==> config.mk <==
export PLATFORM = sky130hd
export DESIGN_NAME = bicubic_tile_initiator_flat
export DESIGN_NICKNAME = d
export VERILOG_FILES = /design/src/rtl/bicubic_pkg.sv /design/src/rtl/bicubic_tile_initiator_if.sv /design/src/rtl/bicubic_tile_buf.sv /design/src/rtl/dfflr.sv /design/src/rtl/bicubic_tile_initiator.sv /design/src/flat_wrapper.sv
export SDC_FILE = /design/constraint.sdc
export NUM_CORES = 1
export LEC_CHECK = 0
export CELL_PAD_IN_SITES_DETAIL_PLACEMENT = 0
export CELL_PAD_IN_SITES_GLOBAL_PLACEMENT = 1
export CORE_MARGIN = 3
export CORE_UTILIZATION = 30
export CTS_BUF_LIST = sky130_fd_sc_hd__clkbuf_16
export DETAILED_ROUTE_END_ITERATION = 16
export PLACE_DENSITY = 0.8
export SYNTH_ARGS = -nofsm -noshare
export SYNTH_HDL_FRONTEND = slang
export SYNTH_SLANG_ARGS = --single-unit
==> constraint.sdc <==
create_clock -name clk -period 8.6 [get_ports clk]
set_input_delay 0.86 -clock clk [delete_from_list [all_inputs] [get_ports clk]]
set_output_delay 0.86 -clock clk [all_outputs]
set_load 0.05 [all_outputs]
==> src/rtl/bicubic_pkg.sv <==
// Shared widths and FSM encodings for the bicubic tile initiator slice.
package bicubic_pkg;
  localparam int CHANNEL_WIDTH = 8;
  localparam int BEATS         = 4;
  localparam int WIN_W         = 16 * CHANNEL_WIDTH;
  localparam int RSP_W         = 4 * CHANNEL_WIDTH;

  localparam logic [1:0] IDLE    = 2'd0;
  localparam logic [1:0] REQ     = 2'd1;
  localparam logic [1:0] COLLECT = 2'd2;
  localparam logic [1:0] OUT     = 2'd3;
endpackage

==> src/rtl/bicubic_tile_initiator_if.sv <==
// Window, upsampler request/response and tile channels of the tile initiator.
interface bicubic_tile_initiator_if;
  import bicubic_pkg::*;

  // Every channel: a transfer happens in a cycle where valid and ready are both
  // high; valid stays high with stable data until that cycle.
  logic             win_valid;
  logic             win_ready;
  logic [WIN_W-1:0] win_data;
  logic             bf_req_valid;
  logic             bcci_req_ready;
  logic [WIN_W-1:0] bf_win;
  logic             bcci_rsp_valid;
  logic             bf_rsp_ready;
  logic [RSP_W-1:0] bcci_rsp_data;
  logic             tile_valid;
  logic             tile_ready;
  logic [WIN_W-1:0] tile_data;

  modport master (
    input  win_valid, win_data, bcci_req_ready, bcci_rsp_valid, bcci_rsp_data, tile_ready,
    output win_ready, bf_req_valid, bf_win, bf_rsp_ready, tile_valid, tile_data
  );

  modport slave (
    output win_valid, win_data, bcci_req_ready, bcci_rsp_valid, bcci_rsp_data, tile_ready,
    input  win_ready, bf_req_valid, bf_win, bf_rsp_ready, tile_valid, tile_data
  );
endinterface

==> src/rtl/bicubic_tile_buf.sv <==
// 4x4 tile store: one column written per beat, whole tile read in parallel.
module bicubic_tile_buf
  import bicubic_pkg::*;
(
  input  logic             clk,
  input  logic             rst,
  input  logic             wr_en,
  input  logic [1:0]       wr_col,
  input  logic [RSP_W-1:0] wr_data,
  output logic [WIN_W-1:0] tile
);
  // Beat pixel r lands in row r of the addressed column: element (r,c) at r*4+c.
  for (genvar c = 0; c < 4; c++) begin : g_col
    for (genvar r = 0; r < 4; r++) begin : g_row
      dfflr #(.W(CHANNEL_WIDTH)) u_px (
        .clk  (clk),
        .rst  (rst),
        .lden (wr_en && (wr_col == 2'(c))),
        .d    (wr_data[r*CHANNEL_WIDTH +: CHANNEL_WIDTH]),
        .q    (tile[(r*4+c)*CHANNEL_WIDTH +: CHANNEL_WIDTH])
      );
    end
  end
endmodule

==> src/rtl/dfflr.sv <==
// Load-enabled register with asynchronous active-high reset to zero.
module dfflr #(
  parameter int W = 1
) (
  input  logic         clk,
  input  logic         rst,
  input  logic         lden,
  input  logic [W-1:0] d,
  output logic [W-1:0] q
);
  always_ff @(posedge clk or posedge rst) begin
    if (rst)       q <= '0;
    else if (lden) q <= d;
  end
endmodule

==> src/rtl/bicubic_tile_initiator.sv <==
// Requests one 4x4 upsample per window and assembles the 4-beat response into a tile.
// Define BCCI_TILE_CNT_EN to add the tile_cnt output (tile handshakes, wrapping).
module bicubic_tile_initiator
  import bicubic_pkg::*;
(
  input  logic                       clk,
  input  logic                       rst,
  bicubic_tile_initiator_if.master   bus,
  output logic [1:0]                 fsm_state
`ifdef BCCI_TILE_CNT_EN
  ,
  output logic [31:0]                tile_cnt
`endif
);
  logic [1:0]       state;
  logic [1:0]       state_nxt;
  logic [1:0]       beat_cnt;
  logic [WIN_W-1:0] win_q;
  logic [WIN_W-1:0] tile_q;
  logic             win_hs;
  logic             req_hs;
  logic             beat_hs;
  logic             last_beat;
  logic             tile_hs;

  assign win_hs    = bus.win_valid      && (state == IDLE);
  assign req_hs    = bus.bcci_req_ready && (state == REQ);
  assign beat_hs   = bus.bcci_rsp_valid && (state == COLLECT);
  assign last_beat = beat_hs && (beat_cnt == 2'(BEATS - 1));
  assign tile_hs   = bus.tile_ready     && (state == OUT);

  always_comb begin
    state_nxt = state;
    case (state)
      IDLE:    if (win_hs)    state_nxt = REQ;
      REQ:     if (req_hs)    state_nxt = COLLECT;
      COLLECT: if (last_beat) state_nxt = OUT;
      OUT:     if (tile_hs)   state_nxt = IDLE;
      default:                state_nxt = IDLE;
    endcase
  end

  dfflr #(.W(2)) u_state (
    .clk (clk), .rst (rst), .lden (1'b1), .d (state_nxt), .q (state)
  );

  // Cleared on entry to COLLECT; the last beat wraps it back to 0 naturally.
  dfflr #(.W(2)) u_beat_cnt (
    .clk  (clk),
    .rst  (rst),
    .lden (req_hs || beat_hs),
    .d    (req_hs ? 2'd0 : beat_cnt + 2'd1),
    .q    (beat_cnt)
  );

  dfflr #(.W(WIN_W)) u_win (
    .clk (clk), .rst (rst), .lden (win_hs), .d (bus.win_data), .q (win_q)
  );

  bicubic_tile_buf u_tile_buf (
    .clk     (clk),
    .rst     (rst),
    .wr_en   (beat_hs),
    .wr_col  (beat_cnt),
    .wr_data (bus.bcci_rsp_data),
    .tile    (tile_q)
  );

  // All handshake outputs are pure state decodes: no ready-to-valid paths.
  assign bus.win_ready    = (state == IDLE);
  assign bus.bf_req_valid = (state == REQ);
  assign bus.bf_rsp_ready = (state == COLLECT);
  assign bus.tile_valid   = (state == OUT);
  assign bus.bf_win       = win_q;
  assign bus.tile_data    = tile_q;
  assign fsm_state        = state;

`ifdef BCCI_TILE_CNT_EN
  dfflr #(.W(32)) u_tile_cnt (
    .clk (clk), .rst (rst), .lden (tile_hs), .d (tile_cnt + 32'd1), .q (tile_cnt)
  );
`endif
endmodule

==> src/flat_wrapper.sv <==
// flat-port wrapper written by rule: the top's interface ports become plain ports
module bicubic_tile_initiator_flat import bicubic_pkg::*;
  (clk, rst, fsm_state, bus_win_valid, bus_win_data, bus_bcci_req_ready, bus_bcci_rsp_valid, bus_bcci_rsp_data, bus_tile_ready, bus_win_ready, bus_bf_req_valid, bus_bf_win, bus_bf_rsp_ready, bus_tile_valid, bus_tile_data);
  bicubic_tile_initiator_if bus_i ();
  input  logic clk;
  input  logic rst;
  output logic [1:0] fsm_state;
  input wire logic [$bits(bus_i.win_valid)-1:0] bus_win_valid;
  input wire logic [$bits(bus_i.win_data)-1:0] bus_win_data;
  input wire logic [$bits(bus_i.bcci_req_ready)-1:0] bus_bcci_req_ready;
  input wire logic [$bits(bus_i.bcci_rsp_valid)-1:0] bus_bcci_rsp_valid;
  input wire logic [$bits(bus_i.bcci_rsp_data)-1:0] bus_bcci_rsp_data;
  input wire logic [$bits(bus_i.tile_ready)-1:0] bus_tile_ready;
  output wire logic [$bits(bus_i.win_ready)-1:0] bus_win_ready;
  output wire logic [$bits(bus_i.bf_req_valid)-1:0] bus_bf_req_valid;
  output wire logic [$bits(bus_i.bf_win)-1:0] bus_bf_win;
  output wire logic [$bits(bus_i.bf_rsp_ready)-1:0] bus_bf_rsp_ready;
  output wire logic [$bits(bus_i.tile_valid)-1:0] bus_tile_valid;
  output wire logic [$bits(bus_i.tile_data)-1:0] bus_tile_data;
  assign bus_i.win_valid = bus_win_valid;
  assign bus_i.win_data = bus_win_data;
  assign bus_i.bcci_req_ready = bus_bcci_req_ready;
  assign bus_i.bcci_rsp_valid = bus_bcci_rsp_valid;
  assign bus_i.bcci_rsp_data = bus_bcci_rsp_data;
  assign bus_i.tile_ready = bus_tile_ready;
  assign bus_win_ready = bus_i.win_ready;
  assign bus_bf_req_valid = bus_i.bf_req_valid;
  assign bus_bf_win = bus_i.bf_win;
  assign bus_bf_rsp_ready = bus_i.bf_rsp_ready;
  assign bus_tile_valid = bus_i.tile_valid;
  assign bus_tile_data = bus_i.tile_data;
  bicubic_tile_initiator u_core (.clk(clk), .rst(rst), .bus(bus_i), .fsm_state(fsm_state));
endmodule
==> impl_metrics.env, run 1 <==
export IMPL_status="finished clean"
export IMPL_post_cts_resized=0
export IMPL_synth_warnings=0
export IMPL_drt_pre_antenna_iters=4
export IMPL_die_h_um=187
export IMPL_hold_depth=1
export IMPL_regArea_um2=6510
export IMPL_max_freq_mhz=293
export IMPL_synthCells=575
export IMPL_worstHoldStart="u_core.u_win.q[119]"
export IMPL_gp_congestion=0.735
export IMPL_crit_arrival_ns=2.55
export IMPL_cts_tree="built"
export IMPL_multi_input_area_um2=3150
export IMPL_ys_async_sr_fraction_pct=100
export IMPL_worstMarginPinSlew_ns=1.01
export IMPL_antenna_left=0
export IMPL_grt_pass1_vias=7100
export IMPL_fp_dieW_um=187
export IMPL_synth_top_area_share_pct=66.5
export IMPL_fin_nets=1182
export IMPL_drive_above_1_share_pct=29.5
export IMPL_via_per_inst=4.39
export IMPL_ys_flop_type="dfrtp_1"
export IMPL_relSlewSlack_pct=32.6
export IMPL_synth_nets=750
export IMPL_startpoint_type="flop"
export IMPL_fillers=2858
export IMPL_cts_sinks=260
export IMPL_rr_startpoint="u_core.u_state.q[0]"
export IMPL_cts_root_buf="clkbuf_16"
export IMPL_num_vias=6425
export IMPL_io_pins=428
export IMPL_synthTopCellsByCount="dfrtp_1 (260), mux2_2 (257), buf_2 (25), ha_1 (9), inv_1 (5)"
export IMPL_rsz0062_at_grt="no"
export IMPL_endpoint_kind="output port"
export IMPL_syn_cell_area_um2=9790
export IMPL_ys_seq_area_share_pct=66.5
export IMPL_post_cts_setup_buffers=0
export IMPL_ctsLongestPathBuffers=3
export IMPL_path_cells="inv_1 -> ha_1 -> clkdlybuf4s50_1"
export IMPL_hold_class="reg -> reg"
export IMPL_grt_max_degree=132
export IMPL_totalNegativeSetupSlack_ns=0
export IMPL_timing_rr_end="u_core.u_win.q[93]"
export IMPL_holdBufCountCts=0
export IMPL_avgSynthCellArea_um2=17.0
export IMPL_drv_cap=0
export IMPL_reg2reg_slack_ns=5.69
export IMPL_core_area_um2=31900
export IMPL_diodes=0
export IMPL_grt_pass1_wl_mm=44.1
export IMPL_required_ns=7.74
export IMPL_worstPathMaxFanout=8
export IMPL_antenna_found_initial=1
export IMPL_wl_mm=28.5
export IMPL_drc=0
export IMPL_rr_worst_depth=5
export IMPL_hpwl_mm=20.8
export IMPL_htreeDepth=1
export IMPL_fin_crit_sh_pct=39.7
export IMPL_crit_type="reg -> out"
export IMPL_cts_inserted_buffers=28
export IMPL_cp_slowest_cell="clkdlybuf4s50_1"
export IMPL_portBuffers=427
export IMPL_grt_usage_pct=16.0
export IMPL_hold_path_end="u_core.u_win.q[119]"
export IMPL_path_clk_slew_ns=0.06
export IMPL_synth_seq_cells=260
export IMPL_first_iter_violations=162
export IMPL_finClkSkew_ns=0.0121
export IMPL_clock_insertion_delay_worst_skew_ns=0.53
export IMPL_synth_most_common_cell="dfrtp_1"
export IMPL_slew_viol_final=0
export IMPL_min_period_ns=3.41
export IMPL_synth_edff_count=0
export IMPL_holdWs_ns=0.502
export IMPL_gr_total_overflow=0
export IMPL_start_util_pct=30.7
export IMPL_wl_per_cell_um=19.5
export IMPL_finalHoldViolCount=0
export IMPL_netlist_top_cell_by_area="dfrtp_1"
export IMPL_die_area_um2=34800
export IMPL_yosysUniqueCellTypes=18
export IMPL_critPathMaxStageDelay_ns=0.98
export IMPL_rows=65
export IMPL_ys_top_cells_by_area="dfrtp_1 (66%), mux2_2 (30%), buf_2 (1.3%)"
export IMPL_finalSetupViolations=0
export IMPL_area_growth_pct=56.9
[metal layers]
layer / up-vias / share of wire, % / wire length [um] / GRT usage [%]
met5: - / 0.046 / 13 / 0
met4: 2 / 2.0 / 557 / 3.14
met3: 38 / 9.8 / 2810 / 6.59
met2: 281 / 50 / 14300 / 28.7
met1: 3212 / 38 / 10800 / 18.0
li1: 2892 / - / - / -
[placed cells by master (no fill, tap or decap), drive strengths merged, types with 2 or more instances in the layout]
master         instances
a21oi                  2
buf                    2
clkbuf                29
clkdlybuf4s50        427
clkinv                16
dfrtp                260
ha                     9
inv                   11
mux2                 257
nand2                  2
nand3                  4
nor2b                  3
[sequential cells by signal, indices dropped and copies added (netlist names)]
signal,flops
u_core.u_tile_buf.g_col.g_row.u_px.q,128
u_core.u_win.q,128
u_core.u_beat_cnt.q,2
u_core.u_state.q,2
[cells by family after synthesis]
kind of cell	share of synthesized area [%]
xor gates and xnor gates	0.0895
DFF	66.5
buffers and inverters	1.56
muxes	29.7
AOI/OAI and AO/OA	0.345
adders and majority gates	1.15
and+or+nand+nor	0.690
[worst max path at each step]
stage | end | depth (start not counted) | startpoint | slack, ns
CTS | bus_bf_rsp_ready | 3 | u_core.u_state.q[0] | 5.14
detailed placement | u_core.u_win.q[93] | 4 | bus_win_valid | 5.19
global route | bus_bf_rsp_ready | 3 | u_core.u_state.q[0] | 5.07
floorplan | u_core.u_beat_cnt.q[0] | 1 | rst | 0.58
global placement | u_core.u_win.q[90] | 4 | bus_win_valid | 5.22
finish | bus_bf_rsp_ready | 3 | u_core.u_state.q[0] | 5.19
[per-stage QoR]
stage	instances	cell area [um^2]	util [%]	setup slack [ns]
after global placement	1412	14500	45.6	5.22
after floorplan	575	9790	-	0.585
final	1463	15300	48.1	5.19
after detailed placement	1412	14500	45.6	5.19
after global routing	1463	15300	48.1	5.07
after CTS	1463	15300	48.1	5.14
[critical path, delay by kind of cell (launching register included)]
family                   cells  cell delay, ns
flip-flops                   1            0.43
buffers and inverters        2            1.10
adder cells (fa/ha/maj)      1            0.48
[area by class of cell]
type,count,share of cell area (%)
Clock buffer,29,4.73
Clock inverter,22,0.628
Inverter,5,0.171
Multi-Input combinational cell,283,20.5
Sequential cell,260,42.4
Tap cell,435,3.55
Timing Repair Buffer,429,28.0
Power of run 1 is not shown: default switching activity piles up to over one toggle a cycle in this logic, so the estimate is an artifact.
==> run 2, diff against run 1 <==
clock period = 3 ns   (was 8.6 ns; I/O delays follow)
==> impl_metrics.env, run 2 (synthesized netlist as in run 1, its figures left out) <==
export IMPL_totalNegativeSetupSlack_ns=0
export IMPL_status="finished clean"
export IMPL_max_freq_mhz=351
export IMPL_slew_viol_final=0
export IMPL_antenna_left=0
export IMPL_drt_pre_antenna_iters=4
export IMPL_dp_cells=1429
export IMPL_ctsLongestPathBuffers=3
export IMPL_fillers=2850
export IMPL_wl_mm=28.8
export IMPL_drv_cap=0
export IMPL_core_area_um2=31900
export IMPL_endpoint_kind="output port"
export IMPL_hold_class="in -> async"
export IMPL_fin_nets=1200
export IMPL_startpoint_type="flop"
export IMPL_worstPathMaxFanout=8
export IMPL_path_clk_slew_ns=0.06
export IMPL_fp_dieW_um=187
export IMPL_crit_arrival_ns=2.55
export IMPL_die_h_um=187
export IMPL_grt_pass1_vias=7146
export IMPL_cts_tree="built"
export IMPL_area_growth_pct=59.7
export IMPL_min_period_ns=2.85
export IMPL_cts_sinks=260
export IMPL_htreeDepth=1
export IMPL_via_per_inst=4.40
export IMPL_crit_type="reg -> out"
export IMPL_rsz0062_at_grt="no"
export IMPL_post_cts_resized=0
export IMPL_grt_usage_pct=16.0
export IMPL_gr_total_overflow=0
export IMPL_setup_slack_ns=0.152
export IMPL_final_cells=1480
export IMPL_final_cell_mix="clkdlybuf4s50_1 (427), dfrtp_1 (260), mux2_2 (257), clkbuf_16 (29), inv_1 (11)"
export IMPL_grt_max_degree=86
export IMPL_post_cts_setup_buffers=0
export IMPL_portBuffers=427
export IMPL_required_ns=2.70
export IMPL_hpwl_mm=21.5
export IMPL_first_iter_violations=247
export IMPL_num_vias=6517
export IMPL_finClkSkew_ns=0.00470
export IMPL_wl_per_cell_um=19.4
export IMPL_drc=0
export IMPL_largestRegisters="u_core.u_tile_buf.g_col.g_row.u_px.q: 128 flops, u_core.u_win.q: 128 flops"
export IMPL_cts_root_buf="clkbuf_16"
export IMPL_holdBufCountCts=0
export IMPL_start_util_pct=30.7
export IMPL_pre_cts_slack_ns=0.583
export IMPL_grt_pass1_wl_mm=44.0
export IMPL_antenna_found_initial=1
export IMPL_rows=65
export IMPL_worstMarginPinSlew_ns=0.778
export IMPL_gp_congestion=0.726
export IMPL_diodes=0
export IMPL_die_area_um2=34800
export IMPL_fin_crit_sh_pct=94.9
export IMPL_relSlewSlack_pct=48.0
export IMPL_finalSetupViolations=0
export IMPL_cts_inserted_buffers=29
export IMPL_mostFrequentLayoutCell="clkdlybuf4s50_1"
export IMPL_clock_insertion_delay_worst_skew_ns=0.53
export IMPL_io_pins=428
export IMPL_drive_above_1_share_pct=30.7
export IMPL_finalHoldViolCount=0
-- run 2: cell count changes in the layout (fill, tap and decap cells not counted) --
cell / delta
inv_6: -1
clkinvlp_4: +3
buf_12: +8
buf_4: +9
inv_8: -1
bufinv_16: +2
clkinv_2: -2
clkinv_1: -3
inv_1: +2
-- run 2: metrics by stage --
stage	cell area, um^2	utilization [%]	hold slack [ns]
floorplan	9790	-	0.387
CTS	15600	49.0	0.161
global placement	14800	46.3	0.486
detailed placement	14800	46.3	0.492
global route	15600	49.0	0.197
finish	15600	49.0	0.175
-- run 2: worst paths after layout --
check	start	endpoint	slack [ns]	cells past startpoint
worst max register to register	u_core.u_state.q[0]	u_core.u_tile_buf.g_col[0].g_row[1].u_px.q[0]	0.64	5
min in group clk	bus_win_data[4]	u_core.u_win.q[4]	0.38	2
worst min-delay path	rst	u_core.u_win.q[10]	0.18	2
max in group asynchronous	rst	u_core.u_tile_buf.g_col[3].g_row[0].u_px.q[1]	2.02	3
worst max-delay path	u_core.u_state.q[0]	bus_bf_rsp_ready	0.15	3
worst min register to register	u_core.u_tile_buf.g_col[3].g_row[2].u_px.q[3]	u_core.u_tile_buf.g_col[3].g_row[2].u_px.q[3]	0.50	1
-- run 2: worst max-delay path, stage by stage (launching register included) --
cell and delay [ns]:
dfrtp_1 0.42, inv_1 0.12, ha_1 0.45, clkdlybuf4s50_1 1.01
-- run 2: layer usage --
layer / vias up / routed length, um / part of all wire, % / track usage (%)
met1: 3248 / 10800 / 38 / 18.1
met5: - / 13 / 0.045 / 0
met3: 40 / 2860 / 9.9 / 6.65
met2: 305 / 14300 / 50 / 28.2
li1: 2922 / - / - / -
met4: 2 / 756 / 2.6 / 3.95
-- run 2: layout make-up --
type,instances,area [um^2],share of cell area (%)
clock buffer,29,726,4.64
sequential,260,6510,41.6
clock inverter,22,149,0.953
multi-input combinational,283,3150,20.2
tap,435,544,3.48
inverter,5,22.5,0.144
timing repair buffer,446,4530,29.0
Power of run 2 is left out for the same reason.
==> run 3, diff against run 2 <==
CTS_CLUSTER_SIZE = 25   (was default)
PLACE_DENSITY = 0.74   (was 0.8)
==> impl_metrics.env, run 3 (synthesized netlist as in run 1, its figures left out) <==
export IMPL_status="finished clean"
export IMPL_hpwl_mm=21.4
export IMPL_cts_root_buf="clkbuf_16"
export IMPL_relSlewSlack_pct=37.1
export IMPL_antenna_left=0
export IMPL_path_cells="inv_1 -> ha_1 -> clkdlybuf4s50_1"
export IMPL_grt_usage_pct=16.2
export IMPL_finalSetupViolations=0
export IMPL_htreeDepth=1
export IMPL_finClkSkew_ns=0.0153
export IMPL_min_period_ns=2.76
export IMPL_antenna_found_initial=1
export IMPL_num_vias=6534
export IMPL_startpoint_type="flop"
export IMPL_critPathLaunch="u_core.u_state.q[0]"
export IMPL_rr_startpoint="u_core.u_state.q[0]"
export IMPL_die_h_um=187
export IMPL_fin_nets=1205
export IMPL_die_area_um2=34800
export IMPL_required_ns=2.70
export IMPL_io_pins=428
export IMPL_fp_dieW_um=187
export IMPL_slew_viol_final=0
export IMPL_mostFrequentLayoutCell="clkdlybuf4s50_1"
export IMPL_utilization_pct=49.4
export IMPL_drt_pre_antenna_iters=4
export IMPL_rows=65
export IMPL_crit_type="reg -> out"
export IMPL_gr_total_overflow=0
export IMPL_path_clk_slew_ns=0.06
export IMPL_wl_mm=29.1
export IMPL_first_iter_violations=182
export IMPL_post_cts_resized=0
export IMPL_grt_max_degree=43
export IMPL_worstPathMaxFanout=8
export IMPL_final_cell_mix="clkdlybuf4s50_1 (427), dfrtp_1 (260), mux2_2 (257), clkbuf_16 (29), buf_4 (17)"
export IMPL_area_growth_pct=60.9
export IMPL_critPathMaxStageDelay_ns=0.94
export IMPL_grt_pass1_wl_mm=44.3
export IMPL_start_util_pct=30.7
export IMPL_gp_congestion=0.727
export IMPL_finalHoldViolCount=0
export IMPL_worstMarginPinSlew_ns=0.942
export IMPL_max_freq_mhz=362
export IMPL_largestRegisters="u_core.u_tile_buf.g_col.g_row.u_px.q: 128 flops, u_core.u_win.q: 128 flops"
export IMPL_core_area_um2=31900
export IMPL_via_per_inst=4.39
export IMPL_cts_inserted_buffers=29
export IMPL_worst_path_buf_inv=2
export IMPL_endpoint_kind="output port"
export IMPL_cts_tree="built"
export IMPL_hold_class="in -> async"
export IMPL_clock_insertion_delay_worst_skew_ns=0.54
export IMPL_fin_crit_sh_pct=92.1
export IMPL_portBuffers=427
export IMPL_reg2reg_slack_ns=0.91
export IMPL_drc=0
export IMPL_cp_slowest_cell="clkdlybuf4s50_1"
export IMPL_cp_top_family="buffers and inverters"
export IMPL_holdBufCountCts=0
export IMPL_crit_arrival_ns=2.46
export IMPL_cts_sinks=260
export IMPL_wl_per_cell_um=19.6
export IMPL_drv_cap=0
export IMPL_ctsLongestPathBuffers=3
export IMPL_rsz0062_at_grt="no"
export IMPL_drive_above_1_share_pct=31.6
export IMPL_post_cts_setup_buffers=0
export IMPL_grt_pass1_vias=7235
## run 3: per-stage QoR
step	hold slack, ns	worst slack [ns]	TNS, ns	cell area (um^2)	instances
after floorplan	0.387	-0.728	-189.17	9790	575
after global placement	0.487	0.817	0	14800	1434
after detailed placement	0.492	0.785	0	14800	1434
after CTS	0.321	0.190	0	15700	1486
after global routing	0.344	0.106	0	15700	1487
final	0.311	0.238	0	15700	1487
## run 3: final cells by class
cell class	count	area (um^2)
inverter	5	22.5
sequential	260	6510
timing repair buffer	451	4540
clock inverter	23	251
tap	435	544
fill	2898	16100
clock buffer	29	726
antenna	1	2.50
multi-input combinational	283	3150
## run 3: final timing paths
kind | end | depth (start not counted)
max in group asynchronous | u_core.u_win.q[20] | 3
worst max register to register | u_core.u_win.q[109] | 5
worst max-delay path | bus_bf_rsp_ready | 3
worst min register to register | u_core.u_win.q[19] | 1
worst min-delay path | u_core.u_win.q[18] | 2
min in group clk | u_core.u_win.q[66] | 2
## run 3: layer usage
layer | vias up | share of wire [%] | GRT usage [%]
met4 | 0 | 1.2 | 2.76
met1 | 3282 | 38 | 18.2
met2 | 290 | 50 | 28.9
met3 | 31 | 11 | 7.25
li1 | 2931 | - | -
met5 | - | 0 | 0
## run 3: worst reg2reg max path, stage by stage, from the launching register on
cell	delay, ns
dfrtp_1	0.42
inv_1	0.10
ha_1	0.26
nand2_4	0.44
buf_12	0.35
mux2_2	0.39
Power of run 3 is left out for the same reason.
